==> src/rtl/serial_mag_comp_pkg.sv <==
// Shared definitions for the serial magnitude comparator: state encoding and
// width-derived sizing helpers.
package serial_mag_comp_pkg;

    // FSM state encoding
    typedef logic [1:0] state_t;

    localparam state_t ST_IDLE    = 2'd0;
    localparam state_t ST_COMPARE = 2'd1;
    localparam state_t ST_DONE    = 2'd2;

    localparam int unsigned DEFAULT_WIDTH = 8;

    // Number of 2-bit slices in a WIDTH-bit operand
    function automatic int unsigned calc_nslice(input int unsigned width);
        return width / 2;
    endfunction

    // Slice index width; a single-slice operand still gets a 1-bit index
    function automatic int unsigned calc_idx_w(input int unsigned width);
        int unsigned ns;
        ns = width / 2;
        return (ns > 1) ? $clog2(ns) : 1;
    endfunction

    localparam int unsigned NSLICE = calc_nslice(DEFAULT_WIDTH);
    localparam int unsigned IDX_W  = calc_idx_w(DEFAULT_WIDTH);

endpackage

==> src/rtl/serial_mag_comp_comp_2bit.sv <==
// 2-bit unsigned slice comparator cell: exactly one of eq/gt/lt is high.
module serial_mag_comp_comp_2bit (
    input  logic [1:0] i_a,
    input  logic [1:0] i_b,
    output logic       o_eq,
    output logic       o_gt,
    output logic       o_lt
);

    // Pure combinational compare of one slice pair
    always_comb begin
        o_eq = (i_a == i_b);
        o_gt = (i_a > i_b);
        o_lt = (i_a < i_b);
    end

endmodule

==> src/rtl/serial_mag_comp.sv <==
// Multi-cycle unsigned magnitude comparator. Resolves two bits per clock,
// MSB slice first, and stops at the first unequal slice.
module serial_mag_comp
    import serial_mag_comp_pkg::*;
#(
    parameter int unsigned WIDTH = 8
) (
    input  logic             clk,
    input  logic             rst_n,
    input  logic             start,
    input  logic [WIDTH-1:0] a,
    input  logic [WIDTH-1:0] b,
    output logic             busy,
    output logic             done,
    output logic             eq,
    output logic             gt,
    output logic             lt
);

    localparam int unsigned NSL  = calc_nslice(WIDTH);
    localparam int unsigned IDXW = calc_idx_w(WIDTH);

    state_t            r_state;
    logic [WIDTH-1:0]  r_a;
    logic [WIDTH-1:0]  r_b;
    logic [IDXW-1:0]   r_idx;
    logic              r_eq;
    logic              r_gt;
    logic              r_lt;

    logic [1:0]        w_a_sl;
    logic [1:0]        w_b_sl;
    logic              w_sl_eq;
    logic              w_sl_gt;
    logic              w_sl_lt;

    // Select the operand slice pair addressed by the current index
    always_comb begin
        w_a_sl = '0;
        w_b_sl = '0;
        for (int i = 0; i < NSL; i++) begin
            if (r_idx == IDXW'(i)) begin
                w_a_sl = r_a[2*i +: 2];
                w_b_sl = r_b[2*i +: 2];
            end
        end
    end

    serial_mag_comp_comp_2bit u_comp_2bit (
        .i_a  (w_a_sl),
        .i_b  (w_b_sl),
        .o_eq (w_sl_eq),
        .o_gt (w_sl_gt),
        .o_lt (w_sl_lt)
    );

    // FSM, slice index, operand capture and result registers
    always_ff @(posedge clk) begin
        if (!rst_n) begin
            r_state <= ST_IDLE;
            r_a     <= '0;
            r_b     <= '0;
            r_idx   <= '0;
            r_eq    <= 1'b0;
            r_gt    <= 1'b0;
            r_lt    <= 1'b0;
        end else begin
            case (r_state)
                ST_IDLE: begin
                    if (start) begin
                        r_a     <= a;
                        r_b     <= b;
                        r_idx   <= IDXW'(NSL - 1);
                        r_eq    <= 1'b0;
                        r_gt    <= 1'b0;
                        r_lt    <= 1'b0;
                        r_state <= ST_COMPARE;
                    end
                end
                ST_COMPARE: begin
                    if (w_sl_gt) begin
                        r_gt    <= 1'b1;
                        r_state <= ST_DONE;
                    end else if (w_sl_lt) begin
                        r_lt    <= 1'b1;
                        r_state <= ST_DONE;
                    end else if (r_idx == '0) begin
                        // Last slice and every slice matched
                        r_eq    <= w_sl_eq;
                        r_state <= ST_DONE;
                    end else begin
                        r_idx <= r_idx - IDXW'(1);
                    end
                end
                ST_DONE: begin
                    r_state <= ST_IDLE;
                end
                default: begin
                    r_state <= ST_IDLE;
                end
            endcase
        end
    end

    assign busy = (r_state == ST_COMPARE) || (r_state == ST_DONE);
    assign done = (r_state == ST_DONE);
    assign eq   = r_eq;
    assign gt   = r_gt;
    assign lt   = r_lt;

endmodule

==> config.mk <==
export PLATFORM = sky130hd
export DESIGN_NAME = serial_mag_comp
export DESIGN_NICKNAME = d
export VERILOG_FILES = /design/src/rtl/serial_mag_comp_pkg.sv /design/src/rtl/serial_mag_comp_comp_2bit.sv /design/src/rtl/serial_mag_comp.sv
export SDC_FILE = /design/constraint.sdc
export NUM_CORES = 1
export LEC_CHECK = 0
export CORE_UTILIZATION = 46
export DETAILED_ROUTE_END_ITERATION = 8
export PLACE_DENSITY = 0.73
export SETUP_SLACK_MARGIN = 0.2
export SLEW_MARGIN = 20
export SYNTH_ARGS = -nofsm -noshare
export SYNTH_HDL_FRONTEND = slang
export SYNTH_HIERARCHICAL = 1
export SYNTH_SLANG_ARGS = --single-unit
==> constraint.sdc <==
create_clock -name clk -period 2.5 [get_ports clk]
set_clock_uncertainty 0.05 [all_clocks]
set_input_delay 0.5 -clock clk [delete_from_list [all_inputs] [get_ports clk]]
set_output_delay 0.5 -clock clk [all_outputs]
set_load 0.02 [all_outputs]
==> results of run 1 <==
-- registers in the layout, summed over array words and instances (netlist names) --
signal / count
eq: 1
gt: 1
lt: 1
r_a: 8
r_b: 8
r_idx: 2
r_state: 2
-- power by group through the flow --
stage / clock network (mW) / registers [mW] / logic [mW]
3_3_place_gp: 0 / 0.466 / 0.717
3_5_place_dp: 0 / 0.468 / 0.729
4_1_cts: 0.178 / 0.474 / 0.987
5_1_grt: 0.195 / 0.483 / 1.19
2_1_floorplan: 0 / 0.463 / 0.593
6_report: 0.178 / 0.478 / 1.11
-- cell families after synthesis --
kind of cell | Yosys count | synth area share (%)
AND/OR/NAND/NOR | 53 | 20.36
flip-flops | 23 | 36.73
adder cells (fa/ha/maj) | 12 | 11.98
multiplexers | 2 | 1.597
AO/OA/AOI/OAI | 46 | 21.76
buffers and inverters | 21 | 7.584
-- cell type report --
cell class                 count  area, um2  area share, %
timing repair buffer          34      319.1          18.55
clock inverter                 1      5.005         0.2909
clock buffer                   3      22.52          1.309
tap                           30      37.54          2.182
sequential                    23      467.9          27.20
multi-input combinational    113      812.0          47.20
inverter                      13      56.30          3.273
-- synthesized netlist by cell type, drive strengths merged (2+ instances only) --
library cell / count / area [um2]
a21oi: 27 / 135.1
inv: 12 / 45.04
and2: 3 / 21.27
a31oi: 2 / 12.51
clkbuf: 2 / 7.510
ha: 12 / 150.1
nor2b: 2 / 12.51
o31ai: 2 / 15.01
a22o: 4 / 35.03
o21ai: 5 / 25.02
nand2: 38 / 142.6
nand2b: 2 / 12.51
mux2i: 2 / 20.02
buf: 6 / 38.78
dfxtp: 23 / 460.4
a211oi: 2 / 15.01
-- path summary, 6_finish.rpt --
check | start | endpoint | slack, ps | depth (start not counted)
max | r_idx[0] | r_idx[0] | 60 | 12
min | r_b[4] | r_b[4] | 420 | 2
max reg2reg | r_idx[0] | r_idx[0] | 60 | 12
min reg2reg | r_b[4] | r_b[4] | 420 | 2
-- stage by stage --
stage | instance area [um2] | setup slack (ps)
final | 1720 | 55.51
after global routing | 1720 | -64.39
after CTS | 1687 | 110.8
after detailed placement | 1521 | -36.16
after global placement | 1521 | 77.11
after floorplan | 1303 | 193.9
-- metal layers --
layer	wire length (um)	global-route usage, %	share of wire (%)	vias up
met2	1450	39.23	47	30
met5	0	0	0	-
met3	144	6.215	4.7	8
met4	50	7.265	1.6	0
li1	-	-	-	591
met1	1434	29.12	47	551
-- critical path, cell delays in order (launching register included) --
cell and delay (ps):
dfxtp_4 430, inv_6 50, ha_4 190, a21oi_2 100
o21ai_1 70, a22o_1 210, ha_4 300, buf_6 90
and2_4 140, a21oi_4 50, nor4b_4 340, a21oi_1 130
o21a_1 190
-- layout by cell type (no fill, tap or decap), types with 2 or more instances in the layout --
cell,n
mux2i_1,2
a22o_1,4
a21oi_2,4
a31oi_1,2
ha_4,4
nand2_1,38
and2_4,2
clkbuf_4,3
ha_1,7
clkdlybuf4s50_1,22
inv_1,9
dfxtp_4,2
o21ai_0,3
nor2b_1,2
buf_4,10
a21oi_1,22
dfxtp_1,21
-- repair_timing --
action,CTS,global route
buffers inserted,8,2
cloned,0,0
pin swaps,10,1
setup endpoints to repair,6,8
resized for setup,18,4
==> impl_metrics.py, run 1 <==
metrics = {
    "outcome": {
        "outcome": "finished, final reports clean",
    },
    "synthesis": {
        "synth_cell_types": 32,
        "syn_avg_cell_area_um2": 7.985,
        "yosysWarnings": 6,
        "synth_area_um2": 1254,
        "synth_nets": 188,
        "ys_ff_latch": 23,
        "ys_seq_area_share_pct": 36.73,
        "ys.flop_type": "dfxtp_1",
        "ys_async_sr_fraction_pct": 0,
        "synth_edf_count": 0,
        "syn_inst": 157,
    },
    "finish": {
        "drive_gt1_share_pct": 20.86,
        "syn_to_final_growth_pct": 37.23,
        "antenna_cells": 0,
        "fillCellCount": 216,
        "final_util_pct": 68.20,
        "fin_nets": 219,
        "fin_cells": 217,
    },
    "setup_path": {
        "required_ps": 2670,
        "critPathArrivalTime_ps": 2620,
        "start_kind": "flop",
        "crit_path_max_fanout": 8,
        "critPathKind": "reg2reg",
        "worstSetupEndpointType": "flop",
    },
    "floorplanning": {
        "io_pins": 24,
        "dieHeight_um": 54.21,
        "num_rows": 18,
        "core_area_um2": 2522,
        "start_util_pct": 49.70,
        "die_w_um": 54.21,
        "dieArea_um2": 2938,
    },
    "place": {
        "port_buffers": 23,
        "finalWeightedCongestion": 0.8982,
        "place_hpwl_um": 2069,
        "dp.cells": 203,
    },
    "clock_tree": {
        "clk_pin_slew_ps": 130,
        "hold_buffers": 0,
        "cts_made_buffers": 3,
        "clock-sinks": 23,
        "cts_tree": "built",
        "clkLatencyLatePin_ps": 310,
        "cts-root-buf": "clkbuf_4",
        "clockBufferDepth": 2,
        "htree_levels": 1,
    },
    "routing": {
        "wl_per_cell_um": 14.19,
        "via_count": 1180,
        "totalWireLength_um": 3079,
        "firstDrtPassIters": 4,
        "vias_per_cell": 5.438,
        "drc_errors": 0,
        "ant_nets": 0,
        "dr.first_iter.drc_count": 6,
    },
    "sta": {
        "clock.fmax_ghz": 0.4091,
        "hold_viol_final": 0,
        "rsz0062_at_grt": "yes",
        "period_share_pct": 97.78,
        "tightest_slew_ps": 525.3,
        "fin_setup_tns_ps": 0,
        "slew_headroom_pct": 64.98,
        "finalSetupViolCount": 0,
        "slew_violations": 0,
        "timing.hold.ws_ps": 419.3,
        "min_period_ps": 2444,
    },
    "pwr": {
        "power.internal_mw": 1.059,
        "swShare_pct": 40.04,
        "net-switching-power_mw": 0.7071,
        "p_seq_share_pct": 27.1,
        "pwr-share-comb_pct": 62.8,
        "cellLeakagePower_nw": 0.6639,
        "clkPwrFrac_pct": 10.1,
        "p_per_area_nw_per_um2": 1026,
        "total_power_mw": 1.766,
        "vdd_drop_max_v": 0.0007493,
    },
    "global_routing": {
        "first_global_vias": 1168,
        "grt_max_degree": 17,
        "grt_usage_pct": 23.52,
        "gr-total-overflow": 0,
        "antenna_found_initial": 0,
        "grt_pass1_wl_um": 4995,
    },
    "hold_path": {
        "hp-class": "reg2reg",
    },
    "run": {
        "cap_violations": 0,
    },
}
Note: power is estimated with default switching activity, not from simulation.
==> run 2, diff against run 1 <==
- SKIP_LAST_GASP: unset -> 1
==> results of run 2 <==
Final layout, timing and power as in run 1 (identical DEF).
==> run 3, diff against run 2 <==
- CTS_CLUSTER_DIAMETER: unset -> 100
- MAX_ROUTING_LAYER: unset -> met4
==> impl_metrics.py, run 3 (synthesized netlist as in run 1, its figures left out) <==
metrics = {
    "sta": {
        "period_share_pct": 97.81,
        "tightest_slew_ps": 525.3,
        "slew_violations": 0,
        "fin_setup_tns_ps": 0,
        "finalSetupViolCount": 0,
        "timing.hold.ws_ps": 419.3,
        "min_period_ps": 2445,
        "slew_headroom_pct": 64.98,
        "fin_ws_ps": 54.65,
        "clock.fmax_ghz": 0.4089,
        "rsz0062_at_grt": "yes",
        "hold_viol_final": 0,
    },
    "pwr": {
        "clkPwrFrac_pct": 10.0,
        "total_power_mw": 1.766,
        "p_seq_share_pct": 27.1,
        "net-switching-power_mw": 0.7078,
        "cellLeakagePower_nw": 0.6639,
        "pwr-share-comb_pct": 62.9,
        "swShare_pct": 40.08,
        "p_per_area_nw_per_um2": 1027,
        "power.internal_mw": 1.058,
        "vdd_drop_max_v": 0.0007488,
    },
    "setup_path": {
        "worstSetupEndpointType": "flop",
        "r2r_slack_ps": 50,
        "crit_path_max_fanout": 8,
        "required_ps": 2670,
        "reg2reg_depth": 12,
        "start_kind": "flop",
        "crit_chain": "inv_6 -> ha_4 -> a21oi_2 -> o21ai_1 -> a22o_1 -> ha_4 -> buf_6 -> and2_4 -> a21oi_4 -> nor4b_4 -> a21oi_1 -> o21a_1",
        "critPathArrivalTime_ps": 2620,
        "crit_buf_inv": 2,
        "crit_path_top_delay_cell": "dfxtp_4",
        "crit_family": "compound AO/OA/AOI/OAI gates",
        "r2r-end": "r_idx[0]",
        "path_common_cell": "ha_4",
        "cpPeakStageDelay_ps": 430,
        "critPathKind": "reg2reg",
        "r2r-start": "r_idx[0]",
    },
    "floorplanning": {
        "dieHeight_um": 54.21,
        "dieArea_um2": 2938,
        "die_w_um": 54.21,
        "io_pins": 24,
        "start_util_pct": 49.70,
        "num_rows": 18,
        "core_area_um2": 2522,
    },
    "routing": {
        "wl_per_cell_um": 14.16,
        "drc_errors": 0,
        "via_count": 1177,
        "vias_per_cell": 5.424,
        "ant_nets": 0,
        "totalWireLength_um": 3072,
        "dr.first_iter.drc_count": 6,
        "firstDrtPassIters": 4,
    },
    "finish": {
        "syn_to_final_growth_pct": 37.23,
        "fin_cells": 217,
        "final_util_pct": 68.20,
        "design_area_um2": 1720,
        "top_regs": "r_a (8), r_b (8)",
        "drive_gt1_share_pct": 20.86,
        "layout_common_cells": "nand2_1 (38), a21oi_1 (22), clkdlybuf4s50_1 (22)",
        "antenna_cells": 0,
        "final_common_cell": "nand2_1",
        "fin_nets": 219,
    },
    "clock_tree": {
        "cts_tree": "built",
        "htree_levels": 1,
        "cts-root-buf": "clkbuf_4",
        "clockBufferDepth": 2,
        "clkLatencyLatePin_ps": 310,
        "hold_buffers": 0,
        "clock-sinks": 23,
        "cts_made_buffers": 3,
        "clk_pin_slew_ps": 130,
    },
    "global_routing": {
        "grt_max_degree": 17,
        "first_global_vias": 1171,
        "grt_pass1_wl_um": 5002,
        "gr-total-overflow": 0,
        "antenna_found_initial": 0,
        "grt_usage_pct": 24.19,
    },
    "place": {
        "place_ws_ps": -36.16,
        "port_buffers": 23,
        "post_dp_cell_area_um2": 1521,
        "finalWeightedCongestion": 0.9135,
        "place_hpwl_um": 2069,
        "dp.cells": 203,
    },
    "hold_path": {
        "hp-start": "r_b[4]",
        "hp-class": "reg2reg",
        "min_to": "r_b[4]",
        "hold_depth": 2,
    },
    "run": {
        "cap_violations": 0,
    },
    "outcome": {
        "outcome": "finished, final reports clean",
    },
}
==> run 3: cell counts in the layout (fill, tap and decap cells not counted) <==
No cell type changed its count.
==> run 3: worst reg2reg max path, delay by kind of cell, from the launching register on <==
kind                       cells  cell delay (ps)
buffers and inverters          2              150
AOI/OAI and AO/OA              6              750
and+or+nand+nor                2              480
DFF                            1              430
adders and majority gates      2              490
==> run 3: timing repair <==
item	CTS	global route
endpoints found under the setup margin	6	8
gates resized for setup	18	4
pin swaps	10	1
buffers inserted	8	2
==> run 3: worst max-delay path by stage <==
stage | from | to | slack (ps) | cells past startpoint
after CTS | r_idx[0] | r_state[0] | 110 | 12
final | r_idx[0] | r_idx[0] | 50 | 12
after floorplan | r_idx[0] | r_state[0] | 190 | 12
after detailed placement | r_idx[1] | r_state[0] | -40 | 12
after global placement | r_idx[1] | r_state[0] | 80 | 11
after global routing | r_idx[0] | r_idx[1] | -60 | 12
==> run 3: routing by layer <==
metal	GRT usage, %	routed length [um]	vias to the layer above	share of wire [%]
li1	-	-	591	-
met1	29.12	1446	551	47
met2	39.23	1448	27	47
met3	6.215	130	8	4.2
met4	7.265	46	0	1.5
met5	-	0	-	0
==> run 3: power by group through the flow <==
stage,sequential (mW),combinational (mW),clock (mW)
after floorplan,0.463,0.593,0
after global placement,0.466,0.717,0
after detailed placement,0.468,0.729,0
after CTS,0.474,0.987,0.178
after global routing,0.483,1.19,0.195
final,0.478,1.11,0.177
==> run 3: final cells by class <==
| type | instances | area, um2 |
|---|---|---|
| clock buffer | 3 | 22.52 |
| clock inverter | 1 | 5.005 |
| fill | 216 | 802.0 |
| inverter | 13 | 56.30 |
| multi-input combinational | 113 | 812.0 |
| sequential | 23 | 467.9 |
| tap | 30 | 37.54 |
| timing repair buffer | 34 | 319.1 |
